$ cat src/rtl/gate_vector_sequencer.sv
// gate_vector_sequencer
//   Drives the four input combinations {a,b} = 00, 01, 10, 11 into a 2-input
//   AND gate, holds each one for a programmable number of cycles, samples the
//   gate output on the last cycle of each hold and counts mismatches against
//   a&b. At the end of the run it pulses done and reports pass/fail.
//
// Ports:
//   clk     in   rising-edge clock
//   rst     in   synchronous active-high reset, priority over all inputs
//   start   in   run request, accepted only while idle
//   dwell   in   cycles each vector is held (0 behaves as 1), latched at start
//   c       in   output of the gate under test
//   a, b    out  gate inputs (registered)
//   vec_idx out  index of the applied vector, equal to {a,b} while running
//   busy    out  high while the vectors are being applied
//   done    out  one-cycle pulse when a run completes
//   pass    out  last completed run had no mismatches; held until next start
//   err_cnt out  saturating mismatch count of the current or last run
module gate_vector_sequencer #(
    parameter int DWELL_W = 8,
    parameter int ERR_W   = 3
) (
    input  logic               clk,
    input  logic               rst,
    input  logic               start,
    input  logic [DWELL_W-1:0] dwell,
    input  logic               c,
    output logic               a,
    output logic               b,
    output logic [1:0]         vec_idx,
    output logic               busy,
    output logic               done,
    output logic               pass,
    output logic [ERR_W-1:0]   err_cnt
);

    localparam logic [1:0] ST_IDLE = 2'd0;
    localparam logic [1:0] ST_RUN  = 2'd1;
    localparam logic [1:0] ST_DONE = 2'd2;

    localparam logic [ERR_W-1:0]   ERR_ZERO  = {ERR_W{1'b0}};
    localparam logic [ERR_W-1:0]   ERR_ONE   = ERR_W'(1);
    localparam logic [ERR_W-1:0]   ERR_MAX   = {ERR_W{1'b1}};
    localparam logic [DWELL_W-1:0] DWELL_ZERO = {DWELL_W{1'b0}};
    localparam logic [DWELL_W-1:0] DWELL_ONE  = DWELL_W'(1);

    logic [1:0]         state_r;
    logic [DWELL_W-1:0] dwell_r;
    logic [DWELL_W-1:0] cnt_r;
    logic               a_r;
    logic               b_r;
    logic [1:0]         vec_idx_r;
    logic               busy_r;
    logic               done_r;
    logic               pass_r;
    logic [ERR_W-1:0]   err_cnt_r;

    logic [DWELL_W-1:0] dwell_eff_s;
    logic               sample_s;
    logic               mismatch_s;
    logic [ERR_W-1:0]   err_next_s;
    logic [1:0]         vec_next_s;

    // Sample-edge detection, mismatch evaluation and saturating count update.
    always_comb begin
        dwell_eff_s = DWELL_ONE;
        if (dwell != DWELL_ZERO) begin
            dwell_eff_s = dwell;
        end else begin
            dwell_eff_s = DWELL_ONE;
        end
        // Last cycle of the current vector's hold.
        sample_s   = (cnt_r == (dwell_r - DWELL_ONE));
        mismatch_s = (c != (a_r & b_r));
        err_next_s = err_cnt_r;
        if (mismatch_s && (err_cnt_r != ERR_MAX)) begin
            err_next_s = err_cnt_r + ERR_ONE;
        end else begin
            err_next_s = err_cnt_r;
        end
        vec_next_s = vec_idx_r + 2'd1;
    end

    // Sequencer state machine with all outputs held in registers.
    always_ff @(posedge clk) begin
        if (rst) begin
            state_r   <= ST_IDLE;
            dwell_r   <= DWELL_ONE;
            cnt_r     <= DWELL_ZERO;
            a_r       <= 1'b0;
            b_r       <= 1'b0;
            vec_idx_r <= 2'd0;
            busy_r    <= 1'b0;
            done_r    <= 1'b0;
            pass_r    <= 1'b0;
            err_cnt_r <= ERR_ZERO;
        end else begin
            case (state_r)
                ST_IDLE: begin
                    done_r <= 1'b0;
                    if (start) begin
                        dwell_r   <= dwell_eff_s;
                        cnt_r     <= DWELL_ZERO;
                        a_r       <= 1'b0;
                        b_r       <= 1'b0;
                        vec_idx_r <= 2'd0;
                        err_cnt_r <= ERR_ZERO;
                        pass_r    <= 1'b0;
                        busy_r    <= 1'b1;
                        state_r   <= ST_RUN;
                    end else begin
                        // err_cnt and pass keep the last run's result.
                        state_r <= ST_IDLE;
                    end
                end
                ST_RUN: begin
                    if (sample_s) begin
                        err_cnt_r <= err_next_s;
                        if (vec_idx_r == 2'd3) begin
                            a_r       <= 1'b0;
                            b_r       <= 1'b0;
                            vec_idx_r <= 2'd0;
                            busy_r    <= 1'b0;
                            done_r    <= 1'b1;
                            // Include the final vector's result in the verdict.
                            pass_r    <= (err_next_s == ERR_ZERO);
                            state_r   <= ST_DONE;
                        end else begin
                            vec_idx_r <= vec_next_s;
                            a_r       <= vec_next_s[1];
                            b_r       <= vec_next_s[0];
                            cnt_r     <= DWELL_ZERO;
                        end
                    end else begin
                        cnt_r <= cnt_r + DWELL_ONE;
                    end
                end
                ST_DONE: begin
                    // start is deliberately not looked at here.
                    done_r  <= 1'b0;
                    state_r <= ST_IDLE;
                end
                default: begin
                    a_r       <= 1'b0;
                    b_r       <= 1'b0;
                    vec_idx_r <= 2'd0;
                    busy_r    <= 1'b0;
                    done_r    <= 1'b0;
                    state_r   <= ST_IDLE;
                end
            endcase
        end
    end

    assign a       = a_r;
    assign b       = b_r;
    assign vec_idx = vec_idx_r;
    assign busy    = busy_r;
    assign done    = done_r;
    assign pass    = pass_r;
    assign err_cnt = err_cnt_r;

endmodule

$ cat config.mk
export PLATFORM = sky130hd
export DESIGN_NAME = gate_vector_sequencer
export DESIGN_NICKNAME = d
export VERILOG_FILES = /design/src/rtl/gate_vector_sequencer.sv
export SDC_FILE = /design/constraint.sdc
export NUM_CORES = 1
export LEC_CHECK = 0
export ABC_CLOCK_PERIOD_IN_PS = 3700
export BUFFER_PORTS_ARGS = -buffer_cell sky130_fd_sc_hd__buf_4
export CORE_UTILIZATION = 55
export CTS_CLUSTER_SIZE = 20
export DETAILED_ROUTE_END_ITERATION = 7
export PLACE_DENSITY = 0.81
export SETUP_SLACK_MARGIN = 0.1
export SLEW_MARGIN = 20
export SYNTH_ARGS = -nofsm -noshare
export SYNTH_HDL_FRONTEND = slang
export SYNTH_SLANG_ARGS = --single-unit
$ cat constraint.sdc
create_clock -name clk -period 3.7 [get_ports clk]
set_input_delay 0.37 -clock clk [delete_from_list [all_inputs] [get_ports clk]]
set_output_delay 0.37 -clock clk [all_outputs]
set_load 0.03 [all_outputs]
==> metrics.md <==
| Metric | Value |
|---|---|
| FMAX | `383.1 MHz` |
| GRT Total Usage | `24.00%` |
| Number of global-route vias before repair | `1451` |
| CTS Buf Count | `3` |
| First-pass GRT wire length | `6092 microns` |
| Gr busiest metal | `met2` |
| Critical path endpoint | `cnt_r[5]` |
| Initial Utilization | `58.25%` |
| RSZ-0062 raised after global routing | `no` |
| Initial DRC count | `85` |
| Final Worst Setup Slack | `1090 ps` |
| Number of hold buffers added after cts | `0` |
| Net Sw Frac | `28.05%` |
| CTS tree | `built` |
| Seq pwr share | `48.9%` |
| Max Cap Violations | `0` |
| Peak VDD IR | `0.3195 mV` |
| Crit-path cells | `inv_1 -> ha_1 -> o21ba_1 -> a221oi_1 -> a41oi_1 -> nor4_4 -> a21oi_1 -> o21bai_1 -> a31oi_1` |
| Share of layout cells above drive strength 1 | `18.06%` |
| Post-synth ARST share | `0%` |
| Setup TNS Final | `0 ps` |
| CTS max path bufs | `2` |
| Pwr Total | `0.6225 mW` |
| Max stage delay on crit path | `460 ps` |
| Hold crit path type | `in -> reg` |
| Setup crit start kind | `flop` |
| Post-synthesis cell type count | `48` |
| Crit-path max FO | `8` |
| Met1 Track Usage GR | `29.44%` |
| Total clock sinks | `26` |
| H-tree levels | `1` |
| RePlAce Congestion | `0.8500` |
| Clock transition at path regs | `140 ps` |
| Io pins | `22` |
| DR WL/cell | `14.83 microns` |
| Core area | `2781 sq um` |
| Leak | `0.6703 nW` |
| Slowest CP cell | `dfxtp_1` |
| WP data required | `3910 ps` |
| Critical path arrival | `2820 ps` |
| Growth of design area from synthesis to finish | `11.51%` |
| Clock Power Share | `31.5%` |
| Worst setup path startpoint | `dwell_r[0]` |
| CP Capture Type | `flop` |
| Min Tclk post-route | `2610 ps` |
| # setup viols final | `0` |
| Dpl ws | `1140 ps` |
| CTS-repair resized insts | `0` |
| Number of flops mapped to enable cells by yosys | `0` |
| Nets | `234` |
| Commonest non-fill, non-tap cell in the layout | `dfxtp_1` |
| Detailed Routing Iterations Pass 1 | `5` |
| Final period util | `70.55%` |
| Syn_nets | `221` |
| Slew Limit Headroom | `31.30%` |
| R2R setup slack | `1090 ps` |
| GR Util met3 | `3.456%` |
| R2R Path End | `cnt_r[5]` |
| Final Core Density | `64.96%` |
| Status | `finished clean` |
| Syn Area/Cell | `7.943 sq um` |
| Buffers on Ports | `21` |
| Post-CTS Setup Bufs | `0` |
| Post-synthesis cell area | `1620 sq um` |
| Ant diodes | `0` |
| Final Hold Fails | `0` |
| WL final | `3662 microns` |
| Skew final | `1.503 ps` |
| Main flop type after synthesis | `dfxtp_1` |
| Largest net degree at the start of global routing | `27` |
| Syn Inst Count | `204` |
| Drc violations | `0` |
| Final HPWL DP | `2592 microns` |
| Power density cells | `344.5 nW/um^2` |
| Clock latency on the worst-skew pair | `320 ps` |
| YS warnings | `0` |
| Combinational Power Share | `19.6%` |
| Worst-margin pin slew | `1027 ps` |
| Die area | `3167 sq um` |
| Synth Register Bits | `26` |
| R2r startpoint | `dwell_r[0]` |
| Commonest non-fill, non-tap cells in the layout | `dfxtp_1 (26), nand2_1 (24), buf_4 (22)` |
| Internal power | `0.4479 mW` |
| Grt ovf | `0` |
| Vias per cell | `6.336` |
| Post-DRT Antenna Nets | `0` |
| Die height | `56.28 microns` |
| Register area share after synthesis | `32.12%` |
| Cell row count | `19` |
| Slew Viols, Final | `0` |
| Initial antenna violation count | `0` |
| CTS root buffer | `clkbuf_4` |
| Via Count | `1565` |
| Met2 usage | `41.84%` |
| WS Path Type | `reg -> reg` |
| DIE WIDTH | `56.28 microns` |
| R2R depth | `9` |
| Switching Power | `0.1746 mW` |
## critical path, delay by kind of cell (launching register included)
kind            cells  cell delay [ps]
flops               1              460
compound gates      6             1300
buf+inv             1               70
fa+ha+maj           1              310
simple gates        1              360
## cells in the mapped netlist (all sizes together) (2+ instances only)
cell,count,area share [%]
nor3,6,1.9
a21oi,18,5.6
or4,4,1.9
xnor2,7,3.8
nand2,26,6.3
nor4,7,4.4
inv,5,1.2
a211oi,2,0.93
o21a,2,0.93
nor3b,3,1.4
nand4,2,0.77
nand3,10,3.1
dfxtp,26,32
and3,3,1.5
clkbuf,9,2.1
nand2b,2,0.77
o21bai,3,1.4
nor2,16,3.7
o21ai,6,2.1
buf,5,2.2
and4,2,1.2
o211ai,3,1.4
xor2,4,2.2
nor2b,5,1.9
a31oi,8,3.1
ha,5,3.9
## per-stage QoR
stage | hold WS, ps | instance area, sq um | std cells
final | 281.4 | 1807 | 247
after CTS | 277.0 | 1807 | 247
after global placement | 454.9 | 1754 | 243
after floorplan | 447.8 | 1620 | 204
after detailed placement | 462.1 | 1754 | 243
after global routing | 267.4 | 1807 | 247
## power by group through the flow
stage / clock [mW] / combinational (mW) / sequential [mW]
2_1_floorplan: 0 / 0.0864 / 0.310
3_3_place_gp: 0 / 0.115 / 0.309
3_5_place_dp: 0 / 0.119 / 0.310
4_1_cts: 0.198 / 0.120 / 0.304
5_1_grt: 0.208 / 0.133 / 0.306
6_report: 0.196 / 0.122 / 0.304
## worst min-delay path by stage
stage,from,to,slack (ps),depth (start not counted)
2_1_floorplan,dwell_r[7],dwell_r[7],450,2
3_3_place_gp,done,done,450,1
3_5_place_dp,done,done,460,1
4_1_cts,dwell[3],dwell_r[3],280,3
5_1_grt,dwell[3],dwell_r[3],270,3
6_report,dwell[3],dwell_r[3],280,3
## registers in the layout (all words and copies together), names as in the netlist
name	cells
dwell_r	8
vec_idx	1
cnt_r	8
err_cnt	3
done	1
pass	1
busy	1
state_r	2
a	1
## cell type report
type                            instances  area (sq um)
Inverter                                5         18.77
Fill cell                             225         974.7
Multi-Input combinational cell        159          1011
Timing Repair Buffer                   22         165.2
Sequential cell                        26         520.5
Tap cell                               31         38.79
Clock buffer                            3         22.52
Clock inverter                          1         30.03
## routing by layer
metal | share of wire, % | routed length [microns] | vias up
met1 | 44 | 1594 | 727
met3 | 4.9 | 180 | 10
met4 | 1.7 | 63 | 0
li1 | - | - | 769
met5 | 0 | 0 | -
met2 | 50 | 1824 | 59
## kinds of logic after synthesis
logic type / count (synthesis) / share of synthesized area, %
simple gates: 92 / 31.74
compound gates: 50 / 20.15
flops: 26 / 32.12
buf+inv: 19 / 5.482
xor+xnor: 11 / 5.946
fa+ha+maj: 5 / 3.861
mux: 1 / 0.6949
Power figures use the tool's default switching activity.
